`src/rtl/seq_detect_param.sv`:
```
`timescale 1ns/1ps
// seq_detect_param: parametrised serial sequence detector.
// Shifts in din (MSB-first) on each valid cycle and compares the last PAT_W
// bits against a runtime-loadable pattern. A match raises dout for one cycle
// and bumps a saturating match counter. ovl_en selects overlapping or
// non-overlapping matching.
// Optional build macro SEQ_DETECT_MASK_EN adds cfg_mask, which marks pattern
// positions as don't-care (mask bit = 1).
module seq_detect_param #(
   parameter int               PAT_W    = 4,
   parameter logic [PAT_W-1:0] PAT_INIT = 4'b1010,
   parameter int               CNT_W    = 8
) (
   input  logic             clk,
   input  logic             rst_n,
   input  logic             din,
   input  logic             din_valid,
   input  logic             ovl_en,
   input  logic             cfg_load,
   input  logic [PAT_W-1:0] cfg_pattern,
`ifdef SEQ_DETECT_MASK_EN
   input  logic [PAT_W-1:0] cfg_mask,
`endif
   input  logic             cnt_clr,
   output logic             dout,
   output logic [CNT_W-1:0] match_cnt,
   output logic             cnt_sat
);

   localparam int               FILL_W    = $clog2(PAT_W + 1);
   localparam logic [FILL_W-1:0] FILL_FULL = FILL_W'(PAT_W);
   localparam logic [CNT_W-1:0]  CNT_MAX   = '1;

   logic [PAT_W-1:0]  r_pattern;
   logic [PAT_W-1:0]  r_hist;
   logic [FILL_W-1:0] r_fill;
   logic              r_dout;
   logic [CNT_W-1:0]  r_cnt;
   logic              r_cnt_sat;
`ifdef SEQ_DETECT_MASK_EN
   logic [PAT_W-1:0]  r_mask;
`endif

   logic [PAT_W-1:0]  w_hist_next;
   logic [FILL_W-1:0] w_fill_next;
   logic              w_pat_hit;
   logic              w_match;
   logic [CNT_W-1:0]  w_cnt_next;

   // Next-state values for history/fill, match decision and counter update.
   // A bit presented together with cfg_load is dropped, so it can never match.
   always_comb begin
      w_hist_next = {r_hist[PAT_W-2:0], din};
      w_fill_next = (r_fill == FILL_FULL) ? FILL_FULL : r_fill + FILL_W'(1);
`ifdef SEQ_DETECT_MASK_EN
      w_pat_hit   = ((w_hist_next ^ r_pattern) & ~r_mask) == '0;
`else
      w_pat_hit   = (w_hist_next == r_pattern);
`endif
      w_match     = din_valid && !cfg_load && (w_fill_next == FILL_FULL) && w_pat_hit;
      w_cnt_next  = r_cnt;
      if (cnt_clr) begin
         w_cnt_next = '0;
      end else if (w_match && (r_cnt != CNT_MAX)) begin
         w_cnt_next = r_cnt + CNT_W'(1);
      end
   end

   // Pattern/mask configuration and the shift history with its fill count.
   always_ff @(posedge clk or negedge rst_n) begin
      if (!rst_n) begin
         r_pattern <= PAT_INIT;
`ifdef SEQ_DETECT_MASK_EN
         r_mask    <= '0;
`endif
         r_hist    <= '0;
         r_fill    <= '0;
      end else if (cfg_load) begin
         r_pattern <= cfg_pattern;
`ifdef SEQ_DETECT_MASK_EN
         r_mask    <= cfg_mask;
`endif
         r_hist    <= '0;
         r_fill    <= '0;
      end else if (din_valid) begin
         if (w_match && !ovl_en) begin
            r_hist <= '0;
            r_fill <= '0;
         end else begin
            r_hist <= w_hist_next;
            r_fill <= w_fill_next;
         end
      end
   end

   // Registered match pulse, saturating counter and its saturation flag.
   always_ff @(posedge clk or negedge rst_n) begin
      if (!rst_n) begin
         r_dout    <= 1'b0;
         r_cnt     <= '0;
         r_cnt_sat <= 1'b0;
      end else begin
         r_dout    <= w_match;
         r_cnt     <= w_cnt_next;
         r_cnt_sat <= (w_cnt_next == CNT_MAX);
      end
   end

   assign dout      = r_dout;
   assign match_cnt = r_cnt;
   assign cnt_sat   = r_cnt_sat;

endmodule

```
`config.mk`:
```
export PLATFORM = sky130hd
export DESIGN_NAME = seq_detect_param
export DESIGN_NICKNAME = d
export VERILOG_FILES = /design/src/rtl/seq_detect_param.sv
export SDC_FILE = /design/constraint.sdc
export NUM_CORES = 1
export LEC_CHECK = 0
export CORE_MARGIN = 3
export CORE_UTILIZATION = 50
export CTS_CLUSTER_SIZE = 12
export DETAILED_ROUTE_END_ITERATION = 6
export PLACE_DENSITY = 0.88
export SLEW_MARGIN = 20
export SYNTH_ARGS = -nofsm -noshare
export SYNTH_HDL_FRONTEND = slang
export SYNTH_SLANG_ARGS = --single-unit
export TNS_END_PERCENT = 1
```
`constraint.sdc`:
```
create_clock -name clk -period 3.3 [get_ports clk]
set_clock_uncertainty 0.15 [all_clocks]
set_input_delay 0.825 -clock clk [delete_from_list [all_inputs] [get_ports clk]]
set_output_delay 0.825 -clock clk [all_outputs]
set_load 0.01 [all_outputs]
```
==> results of run 1 <==
-- worst paths after layout --
check	to	slack, ns	cells after the start	startpoint
setup reg to reg	cnt_sat	0.81	8	r_fill[0]
hold reg to reg	r_pattern[0]	0.40	1	r_pattern[0]
min in group asynchronous	cnt_sat	0.85	1	rst_n
setup / recovery	cnt_sat	0.62	7	din_valid
hold / removal	r_pattern[0]	0.40	1	r_pattern[0]
max in group asynchronous	r_pattern[2]	1.61	1	rst_n
-- worst reg2reg max path: stages, from the launching register on --
cell	delay, ns
dfrtp_1	0.40
inv_1	0.08
ha_1	0.31
nand2b_1	0.18
a211oi_4	0.33
nand4_4	0.20
or4_1	0.44
a21oi_1	0.19
o211a_1	0.17
-- through the flow --
step | hold slack [ns] | cell area [sq um] | total power (uW) | std cells | setup slack (ns)
6_report | 0.400 | 1360 | 462 | 154 | 0.618
3_5_place_dp | 0.362 | 1330 | 322 | 150 | 0.295
2_1_floorplan | 0.343 | 1110 | 297 | 105 | 0.870
3_3_place_gp | 0.360 | 1330 | 319 | 150 | 0.399
4_1_cts | 0.405 | 1360 | 465 | 154 | 0.626
5_1_grt | 0.441 | 1360 | 482 | 154 | 0.500
-- placed cells by master (no fill, tap or decap), types with 2 or more instances in the layout --
cell type	instances
and3_1	2
xor2_1	5
a22o_1	3
a21oi_1	7
dfstp_2	2
dfrtp_1	18
mux2i_1	2
nand2b_1	2
nand3_1	3
xnor2_1	3
clkbuf_4	3
inv_1	5
clkdlybuf4s50_1	20
nor2_1	16
nor3_1	3
nand2_1	5
ha_1	3
mux2_2	5
-- logic make-up (layout without fill, tap and decap cells) --
group / after synthesis / after routing / share of synthesized area
buffers and inverters: 8 / 30 / 0.0351
adders and majority gates: 3 / 3 / 0.0339
and+or+nand+nor: 42 / 42 / 0.225
DFF: 20 / 20 / 0.455
muxes: 7 / 7 / 0.0690
AOI/OAI and AO/OA: 17 / 17 / 0.119
xor gates and xnor gates: 8 / 8 / 0.0634
-- where the power goes --
part | internal (uW) | leakage (uW) | switching [uW]
clock | 67.3 | 0.0000210 | 77.9
combinational | 27.9 | 0.000325 | 28.1
sequential | 255 | 0.000266 | 6.24
total | 350 | 0.000612 | 112
-- metal layers --
metal	vias up	wire, um	track usage
met4	0	44	0.102
met2	16	1180	0.331
met5	-	0	0
li1	417	-	-
met3	6	79	0.0254
met1	424	963	0.248
-- registers in the layout, indices dropped and copies added (netlist names) --
name and cells:
r_hist 3, dout 1, r_fill 3, match_cnt 8, r_pattern 4, cnt_sat 1
-- cells in the mapped netlist (2+ instances only) --
library cell | number | area share
dfrtp_1 | 18 | 0.41
a22o_1 | 3 | 0.024
xor2_1 | 5 | 0.040
inv_1 | 5 | 0.017
nand2b_1 | 2 | 0.011
ha_1 | 3 | 0.034
a21oi_1 | 7 | 0.032
nand3_1 | 3 | 0.014
nand2_1 | 5 | 0.017
and3_1 | 2 | 0.011
mux2i_1 | 2 | 0.018
dfstp_2 | 2 | 0.048
nor3_1 | 3 | 0.014
mux2_2 | 5 | 0.051
xnor2_1 | 3 | 0.024
nor2_1 | 16 | 0.054
-- area by class of cell --
| type | count | area, sq um |
|---|---|---|
| multi-input combinational | 77 | 564 |
| sequential | 20 | 503 |
| inverter | 5 | 18.8 |
| clock buffer | 4 | 36.3 |
| tap | 27 | 33.8 |
| timing repair buffer | 21 | 208 |
| fill | 155 | 658 |
==> flow_metrics.env, run 1 <==
export IMPL_cts_setup_buffers=0
export IMPL_placementRows=16
export IMPL_clock_sinks=20
export IMPL_path_cells="clkdlybuf4s50_1, nand2b_4, nor3_4, nand4_4, or4_1, a21oi_1, o211a_1"
export IMPL_synth_flop_cell="dfrtp_1"
export IMPL_syn_inst=105
export IMPL_max_cap_violations=0
export IMPL_place_gp_congestion=0.902
export IMPL_path_buf_inv=1
export IMPL_wl_per_cell_um=14.7
export IMPL_area_delta_synth_final_pct=23.3
export IMPL_p_leak_uw=0.000612
export IMPL_routed_wl_mm=2.27
export IMPL_async_reset_ff_frac=1.00
export IMPL_syn_nets=119
export IMPL_worst_slew_pin_slew_ns=0.875
export IMPL_ctsHoldBuffers=0
export IMPL_die_w_um=53.0
export IMPL_clock_root_buffer="clkbuf_4"
export IMPL_relSlewSlack=0.415
export IMPL_drt_first_pass_iters=4
export IMPL_drive_above_1_share=0.142
export IMPL_vias=863
export IMPL_seq_area_frac_synth=0.455
export IMPL_ys_types=37
export IMPL_max_stage_delay_ns=0.61
export IMPL_synth_warnings=0
export IMPL_hold_class="register to register"
export IMPL_outcome="finished clean"
export IMPL_start_kind="input pin"
export IMPL_max_freq_mhz=373
export IMPL_cts_resized=0
export IMPL_cts_buffers=3
export IMPL_grt_overflow_total=0
export IMPL_cp_arrival_ns=2.79
export IMPL_avgSynthCellArea_sq_um=10.5
export IMPL_final_util=0.675
export IMPL_grt_max_degree=21
export IMPL_insertion_delay_ns=0.30
export IMPL_start_util=0.547
export IMPL_final_period_utilization=0.813
export IMPL_maxSlewViolCount=0
export IMPL_dieArea_sq_um=2810
export IMPL_diodes=0
export IMPL_ant_nets=0
export IMPL_h_tree_depth=1
export IMPL_antenna_found_initial=0
export IMPL_finalHoldViolations=0
export IMPL_finalSetupViolCount=0
export IMPL_finalCriticalPeriod_ns=2.68
export IMPL_route_detailed_drc=0
export IMPL_tns_ns=0
export IMPL_dr_first_iter_drc_count=31
export IMPL_port_buffers=20
export IMPL_clk_pin_slew_ns=0.12
export IMPL_clk_path_buf_depth=2
export IMPL_core_sq_um=2020
export IMPL_die_h_um=53.0
export IMPL_viasPerCell=5.60
export IMPL_grt_pass1_vias=870
export IMPL_peakVddDrop_mv=0.262
export IMPL_synthesis_area_sq_um=1110
export IMPL_ys_seq_elements=20
export IMPL_nets=142
export IMPL_critPathKind="input pin to register"
export IMPL_grt_pass1_wl_mm=3.97
export IMPL_io_pins=21
export IMPL_cts_tree="done"
export IMPL_power_density_nw_per_um2=339
export IMPL_critical_path_required_ns=3.40
export IMPL_crit_fanout=9
export IMPL_cp_end_kind="register"
export IMPL_rsz0062_at_grt="false"
export IMPL_dp_hpwl_mm=1.71
export IMPL_grt_use_total=0.198
export IMPL_synth_edff_count=0
export IMPL_crit_family="simple AND/OR/NAND/NOR gates"
export IMPL_cp_slowest_cell="clkdlybuf4s50_1"
(Power assumes the default switching activity.)
==> run 2: changes to the inputs <==
clock period = 2.65 ns   (was 3.3 ns; I/O delays follow)
==> run 2 against run 1 <==
Combinational power increased by 29%. Register-to-register slack lost 0.55 ns. Flip-flop and latch count is the same. Clock power grew 24%. Routed wire length is 1.8% lower. Power up 25%. Global-route usage is 1.5 points lower. Via count grew 2.9%. Final cell count is 1.9% higher. First-iteration DRC count fell by 55%. Hold slack lost 0.0051 ns. Sequential share of layout area down 0.60 points.
==> flow_metrics.env, run 2 (same netlist as run 1, synthesis figures left out) <==
export IMPL_layout_commonest_cell="clkdlybuf4s50_1"
export IMPL_outcome="finished clean"
export IMPL_cts_tree="done"
export IMPL_core_sq_um=2020
export IMPL_die_h_um=53.0
export IMPL_finalHoldViolations=0
export IMPL_critical_path_required_ns=2.75
export IMPL_finalCriticalPeriod_ns=2.39
export IMPL_finalSetupViolCount=0
export IMPL_dp_hpwl_mm=1.69
export IMPL_final_period_utilization=0.902
export IMPL_tns_ns=0
export IMPL_grt_max_degree=21
export IMPL_worst_slew_pin_slew_ns=0.363
export IMPL_diodes=0
export IMPL_relSlewSlack=0.758
export IMPL_power_density_nw_per_um2=416
export IMPL_final_cell_mix="clkdlybuf4s50_1 (20), dfrtp_1 (18), nor2_1 (16), a21oi_1 (7)"
export IMPL_start_util=0.547
export IMPL_vias=888
export IMPL_r2r_cells=8
export IMPL_cp_end_kind="register"
export IMPL_grt_pass1_vias=873
export IMPL_maxSlewViolCount=0
export IMPL_insertion_delay_ns=0.31
export IMPL_grt_overflow_total=0
export IMPL_postPlaceCellArea_sq_um=1350
export IMPL_area_delta_synth_final_pct=25.3
export IMPL_cts_buffers=3
export IMPL_ant_nets=0
export IMPL_max_cap_violations=0
export IMPL_routed_wl_mm=2.23
export IMPL_clk_path_buf_depth=2
export IMPL_grt_pass1_wl_mm=3.71
export IMPL_io_pins=21
export IMPL_largest_reg_flops=8
export IMPL_drive_above_1_share=0.162
export IMPL_critPathKind="register to register"
export IMPL_antenna_found_initial=0
export IMPL_rsz0062_at_grt="false"
export IMPL_dr_first_iter_drc_count=14
export IMPL_wl_per_cell_um=14.2
export IMPL_fillCellCount=159
export IMPL_ctsHoldBuffers=0
export IMPL_hold_class="register to register"
export IMPL_port_buffers=20
export IMPL_dieArea_sq_um=2810
export IMPL_cp_arrival_ns=2.49
export IMPL_power_uw=577
export IMPL_postLayoutCellArea_sq_um=1390
export IMPL_placementRows=16
export IMPL_start_kind="register"
export IMPL_cts_resized=0
export IMPL_peakVddDrop_mv=0.266
export IMPL_clk_pin_slew_ns=0.12
export IMPL_h_tree_depth=1
export IMPL_drt_first_pass_iters=4
export IMPL_max_freq_mhz=418
export IMPL_place_gp_congestion=0.899
export IMPL_die_w_um=53.0
export IMPL_clock_root_buffer="clkbuf_4"
export IMPL_clock_sinks=20
export IMPL_nets=145
export IMPL_worstHoldPathCells=1
export IMPL_route_detailed_drc=0
export IMPL_cts_setup_buffers=0
export IMPL_crit_fanout=4
export IMPL_p_leak_uw=0.000626
export IMPL_grt_use_total=0.183
export IMPL_viasPerCell=5.66
==> run 2: layout make-up <==
cell class                      instances  area [sq um]  share of cell area
Clock buffer                            4          36.3              0.0262
Inverter                                5          18.8              0.0135
Multi-Input combinational cell         77           564               0.407
Sequential cell                        20           503               0.363
Tap cell                               27          33.8              0.0244
Timing Repair Buffer                   24           230               0.166
==> run 2: where the power goes <==
part | switching, uW | leakage [uW] | internal, uW
registers | 7.45 | 0.000266 | 317
logic | 35.6 | 0.000339 | 36.6
clock network | 95.8 | 0.0000210 | 83.9
==> run 2: metrics by stage <==
step	utilization	instances	hold slack [ns]	worst slack, ns
2_1_floorplan	-	105	0.217	0.378
3_3_place_gp	0.668	153	0.365	0.0749
3_5_place_dp	0.668	153	0.364	0.0278
4_1_cts	0.686	157	0.396	0.281
5_1_grt	0.686	157	0.425	0.127
6_report	0.686	157	0.395	0.260
==> run 2: critical path: stages, from the launching register on <==
cell and delay, ns:
dfrtp_1 0.39, inv_1 0.07, ha_1 0.30, nand2b_1 0.19, a211oi_4 0.36, nand4_4 0.12
or4_1 0.41, a21oi_1 0.17, o211a_1 0.17
==> run 2: final timing paths <==
check / start / slack (ns) / endpoint
max: r_fill[0] / 0.26 / cnt_sat
min: r_hist[2] / 0.39 / r_hist[2]
max reg2reg: r_fill[0] / 0.26 / cnt_sat
min reg2reg: r_hist[2] / 0.39 / r_hist[2]
max in group asynchronous: rst_n / 1.56 / r_pattern[1]
min in group asynchronous: rst_n / 0.52 / r_fill[2]
==> run 2: metal layers <==
metal	vias up	GRT usage	wire, um
met5	-	0	0
met4	0	0.0894	32
met3	4	0.0366	100
met2	25	0.283	1120
met1	431	0.243	982
li1	428	-	-
